### src/rtl/isp_uart_pkg.sv
// Shared types and helpers for the ISP UART byte transmitter.
// Optional parity support is selected with the ISP_UART_PARITY_EN macro.
package isp_uart_pkg;

    localparam logic ISP_UART_IDLE_LEVEL = 1'b1;

    typedef enum logic [2:0] {
        IDLE,
        START,
        DATA,
`ifdef ISP_UART_PARITY_EN
        PARITY,
`endif
        STOP,
        GAP
    } tx_state_e;

    // Zero-padding narrower words does not change the XOR, so one width serves 5..9 bits.
    function automatic logic even_parity(input logic [8:0] data);
        return ^data;
    endfunction

endpackage

### src/rtl/isp_byte_fifo.sv
// Synchronous FIFO with async active-high reset; pointers carry one extra
// wrap bit so full and empty are distinguishable.
module isp_byte_fifo #(
    parameter int WIDTH = 8,
    parameter int DEPTH = 16
) (
    input  logic                     clk,
    input  logic                     rst,
    input  logic                     push,
    input  logic [WIDTH-1:0]         push_data,
    input  logic                     pop,
    output logic [WIDTH-1:0]         pop_data,
    output logic                     full,
    output logic                     empty,
    output logic [$clog2(DEPTH):0]   level
);
    localparam int AW = $clog2(DEPTH);

    logic [WIDTH-1:0] mem [DEPTH];
    logic [AW:0]      wr_ptr;
    logic [AW:0]      rd_ptr;
    logic             do_push;
    logic             do_pop;

    assign level    = wr_ptr - rd_ptr;
    assign empty    = (wr_ptr == rd_ptr);
    assign full     = (wr_ptr[AW] != rd_ptr[AW]) && (wr_ptr[AW-1:0] == rd_ptr[AW-1:0]);
    assign do_push  = push && !full;
    assign do_pop   = pop && !empty;
    assign pop_data = mem[rd_ptr[AW-1:0]];

    always_ff @(posedge clk) begin
        if (do_push) begin
            mem[wr_ptr[AW-1:0]] <= push_data;
        end
    end

    always_ff @(posedge clk or posedge rst) begin
        if (rst) begin
            wr_ptr <= '0;
            rd_ptr <= '0;
        end else begin
            if (do_push) wr_ptr <= wr_ptr + 1'b1;
            if (do_pop)  rd_ptr <= rd_ptr + 1'b1;
        end
    end

endmodule

### src/rtl/isp_uart_driver.sv
// UART byte transmitter feeding a SoC isp_uart_rx pin: FIFO front end, FSM,
// baud counter and shift register. Define ISP_UART_PARITY_EN for an even parity bit.
module isp_uart_driver
    import isp_uart_pkg::*;
#(
    parameter int CLK_DIV    = 8,
    parameter int DATA_BITS  = 8,
    parameter int STOP_BITS  = 1,
    parameter int IDLE_BITS  = 0,
    parameter int FIFO_DEPTH = 16
) (
    input  logic                          clk,
    input  logic                          rst,
    input  logic                          in_valid,
    input  logic [DATA_BITS-1:0]          in_data,
    output logic                          in_ready,
    output logic                          uart_tx,
    output logic                          busy,
    output logic [$clog2(FIFO_DEPTH):0]   fifo_level,
    output logic                          tx_done
);
    if (CLK_DIV < 2) begin : g_bad_clk_div
        $fatal(1, "isp_uart_driver: CLK_DIV must be >= 2");
    end
    if (DATA_BITS < 5 || DATA_BITS > 9) begin : g_bad_data_bits
        $fatal(1, "isp_uart_driver: DATA_BITS must be 5..9");
    end
    if (STOP_BITS < 1 || STOP_BITS > 2) begin : g_bad_stop_bits
        $fatal(1, "isp_uart_driver: STOP_BITS must be 1 or 2");
    end
    if (IDLE_BITS < 0 || IDLE_BITS > 15) begin : g_bad_idle_bits
        $fatal(1, "isp_uart_driver: IDLE_BITS must be 0..15");
    end
    if (FIFO_DEPTH < 2 || (FIFO_DEPTH & (FIFO_DEPTH - 1)) != 0) begin : g_bad_depth
        $fatal(1, "isp_uart_driver: FIFO_DEPTH must be a power of two >= 2");
    end

    localparam int                 BAUD_W    = $clog2(CLK_DIV);
    localparam logic [BAUD_W-1:0]  BAUD_LOAD = BAUD_W'(CLK_DIV - 1);
    localparam logic [3:0]         LAST_DATA = 4'(DATA_BITS - 1);
    localparam logic [3:0]         LAST_STOP = 4'(STOP_BITS - 1);
    localparam logic [3:0]         LAST_GAP  = 4'((IDLE_BITS > 0) ? IDLE_BITS - 1 : 0);

    tx_state_e              state, state_n;
    logic [BAUD_W-1:0]      baud, baud_n;
    logic [3:0]             bit_cnt, bit_n;
    logic [DATA_BITS-1:0]   shift, shift_n;
    logic                   tx_q, tx_n;
    logic                   done_q, done_n;
    logic                   pop;
    logic                   tick;
    logic                   full;
    logic                   empty;
    logic [DATA_BITS-1:0]   head;
`ifdef ISP_UART_PARITY_EN
    logic                   parity_q, parity_n;
`endif

    isp_byte_fifo #(
        .WIDTH (DATA_BITS),
        .DEPTH (FIFO_DEPTH)
    ) u_fifo (
        .clk       (clk),
        .rst       (rst),
        .push      (in_valid),
        .push_data (in_data),
        .pop       (pop),
        .pop_data  (head),
        .full      (full),
        .empty     (empty),
        .level     (fifo_level)
    );

    assign in_ready = !full;
    assign uart_tx  = tx_q;
    assign tx_done  = done_q;
    assign busy     = (state != IDLE) || !empty;
    assign tick     = (baud == '0);

    // tx_n is the line level for the state being entered, so uart_tx stays registered.
    always_comb begin
        state_n = state;
        baud_n  = baud;
        bit_n   = bit_cnt;
        shift_n = shift;
        tx_n    = tx_q;
        done_n  = 1'b0;
        pop     = 1'b0;
`ifdef ISP_UART_PARITY_EN
        parity_n = parity_q;
`endif
        if (state != IDLE) begin
            baud_n = tick ? BAUD_LOAD : baud - 1'b1;
        end
        case (state)
            IDLE: begin
                tx_n = ISP_UART_IDLE_LEVEL;
                if (!empty) begin
                    pop     = 1'b1;
                    shift_n = head;
`ifdef ISP_UART_PARITY_EN
                    parity_n = even_parity(9'(head));
`endif
                    baud_n  = BAUD_LOAD;
                    state_n = START;
                    tx_n    = 1'b0;
                end
            end
            START: begin
                if (tick) begin
                    state_n = DATA;
                    bit_n   = '0;
                    tx_n    = shift[0];
                end
            end
            DATA: begin
                if (tick) begin
                    if (bit_cnt == LAST_DATA) begin
`ifdef ISP_UART_PARITY_EN
                        state_n = PARITY;
                        tx_n    = parity_q;
`else
                        state_n = STOP;
                        tx_n    = ISP_UART_IDLE_LEVEL;
                        bit_n   = '0;
`endif
                    end else begin
                        shift_n = shift >> 1;
                        tx_n    = shift_n[0];
                        bit_n   = bit_cnt + 1'b1;
                    end
                end
            end
`ifdef ISP_UART_PARITY_EN
            PARITY: begin
                if (tick) begin
                    state_n = STOP;
                    tx_n    = ISP_UART_IDLE_LEVEL;
                    bit_n   = '0;
                end
            end
`endif
            STOP: begin
                tx_n = ISP_UART_IDLE_LEVEL;
                if (tick) begin
                    if (bit_cnt != LAST_STOP) begin
                        bit_n = bit_cnt + 1'b1;
                    end else if (IDLE_BITS > 0) begin
                        state_n = GAP;
                        bit_n   = '0;
                    end else begin
                        state_n = IDLE;
                        baud_n  = '0;
                        done_n  = 1'b1;
                    end
                end
            end
            GAP: begin
                tx_n = ISP_UART_IDLE_LEVEL;
                if (tick) begin
                    if (bit_cnt != LAST_GAP) begin
                        bit_n = bit_cnt + 1'b1;
                    end else begin
                        state_n = IDLE;
                        baud_n  = '0;
                        done_n  = 1'b1;
                    end
                end
            end
            default: begin
                state_n = IDLE;
                baud_n  = '0;
                tx_n    = ISP_UART_IDLE_LEVEL;
            end
        endcase
    end

    always_ff @(posedge clk or posedge rst) begin
        if (rst) begin
            state   <= IDLE;
            baud    <= '0;
            bit_cnt <= '0;
            shift   <= '0;
            tx_q    <= ISP_UART_IDLE_LEVEL;
            done_q  <= 1'b0;
`ifdef ISP_UART_PARITY_EN
            parity_q <= 1'b0;
`endif
        end else begin
            state   <= state_n;
            baud    <= baud_n;
            bit_cnt <= bit_n;
            shift   <= shift_n;
            tx_q    <= tx_n;
            done_q  <= done_n;
`ifdef ISP_UART_PARITY_EN
            parity_q <= parity_n;
`endif
        end
    end

endmodule

### config.mk
export PLATFORM = sky130hd
export DESIGN_NAME = isp_uart_driver
export DESIGN_NICKNAME = d
export VERILOG_FILES = /design/src/rtl/isp_uart_pkg.sv /design/src/rtl/isp_byte_fifo.sv /design/src/rtl/isp_uart_driver.sv
export SDC_FILE = /design/constraint.sdc
export NUM_CORES = 1
export LEC_CHECK = 0
export ABC_AREA = 1
export CAP_MARGIN = 20
export CELL_PAD_IN_SITES_DETAIL_PLACEMENT = 0
export CELL_PAD_IN_SITES_GLOBAL_PLACEMENT = 1
export CORE_UTILIZATION = 50
export CTS_BUF_LIST = sky130_fd_sc_hd__clkbuf_8
export DETAILED_ROUTE_END_ITERATION = 12
export HOLD_SLACK_MARGIN = 0.08
export PLACE_DENSITY = 0.87
export SETUP_SLACK_MARGIN = 0.15
export SLEW_MARGIN = 0
export SYNTH_ARGS = -nofsm -noshare
export SYNTH_HDL_FRONTEND = slang
export SYNTH_SLANG_ARGS = --single-unit
### constraint.sdc
create_clock -name clk -period 2.9 [get_ports clk]
set_input_delay 0.29 -clock clk [delete_from_list [all_inputs] [get_ports clk]]
set_output_delay 0.29 -clock clk [all_outputs]
set_load 0.02 [all_outputs]
==> summary.md <==
| Metric | Value |
|---|---|
| Synth Instances | `645` |
| Design Power | `5.36 mW` |
| CP max FO | `4` |
| Die footprint | `14500 µm²` |
| Skew final | `0.00946 ns` |
| Crit path depth | `5` |
| Tcrit/Tclk final | `90.8%` |
| Syn Area/Cell | `10.9 µm²` |
| Cells along the critical path | `inv_1, ha_1, fa_1, inv_1, clkdlybuf4s50_1` |
| Final ANT Viol Nets | `0` |
| Most common cell on crit path | `inv_1` |
| Clock Sinks | `157` |
| Area growth from synthesis to layout | `11.6%` |
| Reg2Reg Depth | `9` |
| Synth top area share | `54.7%` |
| Avg WL per Cell | `17.3 µm` |
| Worst-path clk slew | `0.09 ns` |
| CP Capture Type | `output pin` |
| CTS tree | `yes` |
| Post-synth cell types | `35` |
| Seq/Total Area, Yosys | `65.0%` |
| Post-CTS setup buffer count | `0` |
| Status | `complete, no violations` |
| WP data required | `2.61 ns` |
| Worst slew pin tran | `0.868 ns` |
| Clk Latency, worst-skew pair | `0.46 ns` |
| Vias in the first global route | `4648` |
| RSZ-0062 raised after global routing | `no` |
| Vias | `4647` |
| GPL Wtd Cong | `0.833` |
| Iteration count of the initial detailed-routing pass | `5` |
| Input/output buffers | `19` |
| Crit path DAT | `2.34 ns` |
| # rows | `42` |
| Largest net degree at the start of global routing | `68` |
| CP Buf/Inv Count | `3` |
| Final critical-path required period | `2.63 ns` |
| Height of the die | `121 µm` |
| Total GRT Usage | `22.2%` |
| Area after DPL | `7380 µm²` |
| Antenna violations before repair | `0` |
| Starting density of the core | `52.3%` |
| FF-to-FF Start | `u_fifo.wr_ptr[0]$_DFFE_PP0P_` |
| CTS Root Cell | `clkbuf_8` |
| CTS Buf Count | `17` |
| Critical path launch point type | `flip-flop` |
| Post-synth top area cell | `edfxtp_1` |
| Slowest-stage cell, CP | `clkdlybuf4s50_1` |
| Synth area leaders | `edfxtp_1, dfrtp_1, nand2_1, nor2_1, o21ai_0` |
| Hold Crit Class | `input pin to asynchronous set/reset pin` |
| Fin. Hold Viols | `0` |
| Cell area after layout | `7840 µm²` |
| DPL Wire Length | `9700 µm` |
| Syn_nets | `675` |
| Core Area | `13500 µm²` |
| Slew Viols, Final | `0` |
| Total wire length | `14900 µm` |
| Fill count | `1125` |
| Post-synthesis register bit count | `157` |
| Post-CTS sizing | `1` |
| Diodes inserted | `0` |
| Global-route wire length before repair | `23700 µm` |
| Most frequent cells in the layout | `edfxtp_1, nand2_1, nor2_1` |
| Number of nets in the layout | `700` |
| Number of synthesized flops with an enable pin | `128` |
| Ys async rst share | `18.5%` |
| Family with the most delay on the worst path | `buffers and inverters` |
| Num ports | `20` |
| Commonest non-fill, non-tap cell in the layout | `edfxtp_1` |
| Setup TNS | `0 ns` |
| Cell Area, Synth | `7030 µm²` |
| Clk buf depth | `2` |
| Max cap viols | `0` |
| Leak Pwr | `2.96 nW` |
| Post-synth top flop | `edfxtp_1` |
| Die Wd | `121 µm` |
| F_max | `380 MHz` |
| Drt via density | `5.41` |
| R2r setup slk | `0.42 ns` |
| DRC | `0` |
| Slew HR | `41.9%` |
| VDD IR-drop max | `0.540 mV` |
| Grt ovf | `0` |
| FF-to-FF End | `u_fifo.mem[0][5]$_DFFE_PP_` |
| Ys Warns | `0` |
| Share of layout cells above drive strength 1 | `9.52%` |
| Cell Pwr Density | `683 nW/µm²` |
| Largest stage delay on the critical path | `0.61 ns` |
| CTS hold repair buffers | `0` |
| CTS HTree Levels | `4` |
| Final setup viols | `0` |
| Worst Setup Path Type | `flip-flop to output pin` |
| DR iter-0 viols | `419` |
## per-layer routing
layer | wire length (µm) | up-vias | track usage (%) | part of all wire [%]
li1 | - | 2249 | - | -
met1 | 6490 | 2230 | 28.7 | 44
met2 | 7260 | 138 | 36.4 | 49
met3 | 701 | 30 | 4.72 | 4.7
met4 | 406 | 0 | 9.34 | 2.7
met5 | 0 | - | 0 | 0
## final cells by class
class	count	area, µm²	share of cell area (%)
well taps	176	220	2.81
clock buffers	17	234	2.98
inverters	48	180	2.30
multi-input cells	413	2110	26.9
flip-flops and latches	157	4570	58.3
repair buffers	33	332	4.23
clock inverters	15	199	2.54
## Yosys cell counts (2+ instances only)
master and instances:
nor2_1 109, xor2_1 9, o22ai_1 2, buf_2 13, edfxtp_1 128, xnor2_1 2, o21ai_1 12, clkbuf_1 4
nand2_1 114, a21oi_1 18, dfrtp_1 28, o21ai_0 52, nand2_4 3, nor2_4 2, inv_1 42, nor3_1 6
nand2_2 2, o211ai_1 14, nand3_1 40, buf_6 5, ha_1 18, clkinv_1 2, inv_2 4, buf_4 5
## cell families (layout without fill, tap and decap cells)
family | after synthesis | in the layout | synth area share, %
mux | 1 | 1 | 0.160
compound gates | 100 | 100 | 7.74
fa+ha+maj | 19 | 19 | 3.49
flops | 157 | 157 | 65.0
buf+inv | 75 | 113 | 5.04
simple gates | 281 | 281 | 17.0
xor+xnor | 12 | 12 | 1.60
## worst reg2reg max path: stages, from the launching register on
cell	delay, ns
dfrtp_1	0.43
inv_1	0.15
ha_1	0.27
nand2_1	0.12
nor2_4	0.07
nand2_4	0.08
nand2_4	0.09
inv_2	0.11
nand2_1	0.11
nor2_1	0.68
## worst max path at each step
stage,start,to,slack [ns]
after floorplan,u_fifo.rd_ptr[1]$_DFFE_PP0P_,u_fifo.mem[7][0]$_DFFE_PP_,0.46
after global placement,u_fifo.wr_ptr[0]$_DFFE_PP0P_,fifo_level[4],0.52
after detailed placement,u_fifo.wr_ptr[0]$_DFFE_PP0P_,u_fifo.mem[0][1]$_DFFE_PP_,0.42
after CTS,u_fifo.wr_ptr[0]$_DFFE_PP0P_,fifo_level[2],0.19
after global routing,u_fifo.wr_ptr[0]$_DFFE_PP0P_,fifo_level[4],0.16
final,u_fifo.wr_ptr[0]$_DFFE_PP0P_,fifo_level[1],0.27
## registers in the layout (all words and copies together), names as in the netlist
signal,count
baud,3
bit_cnt,4
shift,8
state,2
tx_done,1
u_fifo.mem,128
u_fifo.rd_ptr,5
u_fifo.wr_ptr,5
uart_tx,1
## metrics by stage
stage	setup slack [ns]	cells	hold slack (ns)	util (%)
after floorplan	0.462	645	0.367	-
after global placement	0.522	826	0.464	54.8
after detailed placement	0.415	826	0.468	54.8
after CTS	0.192	858	0.386	58.1
after global routing	0.165	859	0.132	58.3
final	0.266	859	0.122	58.3
## power breakdown
| group | internal, mW | leakage [nW] | total (mW) | switching, mW |
|---|---|---|---|---|
| sequential | 2.66 | 1.50 | 2.75 | 0.0839 |
| combinational | 0.307 | 1.24 | 0.884 | 0.577 |
| clock | 0.813 | 0.219 | 1.72 | 0.910 |
| total | 3.78 | 2.96 | 5.36 | 1.57 |
(Power assumes the default switching activity.)
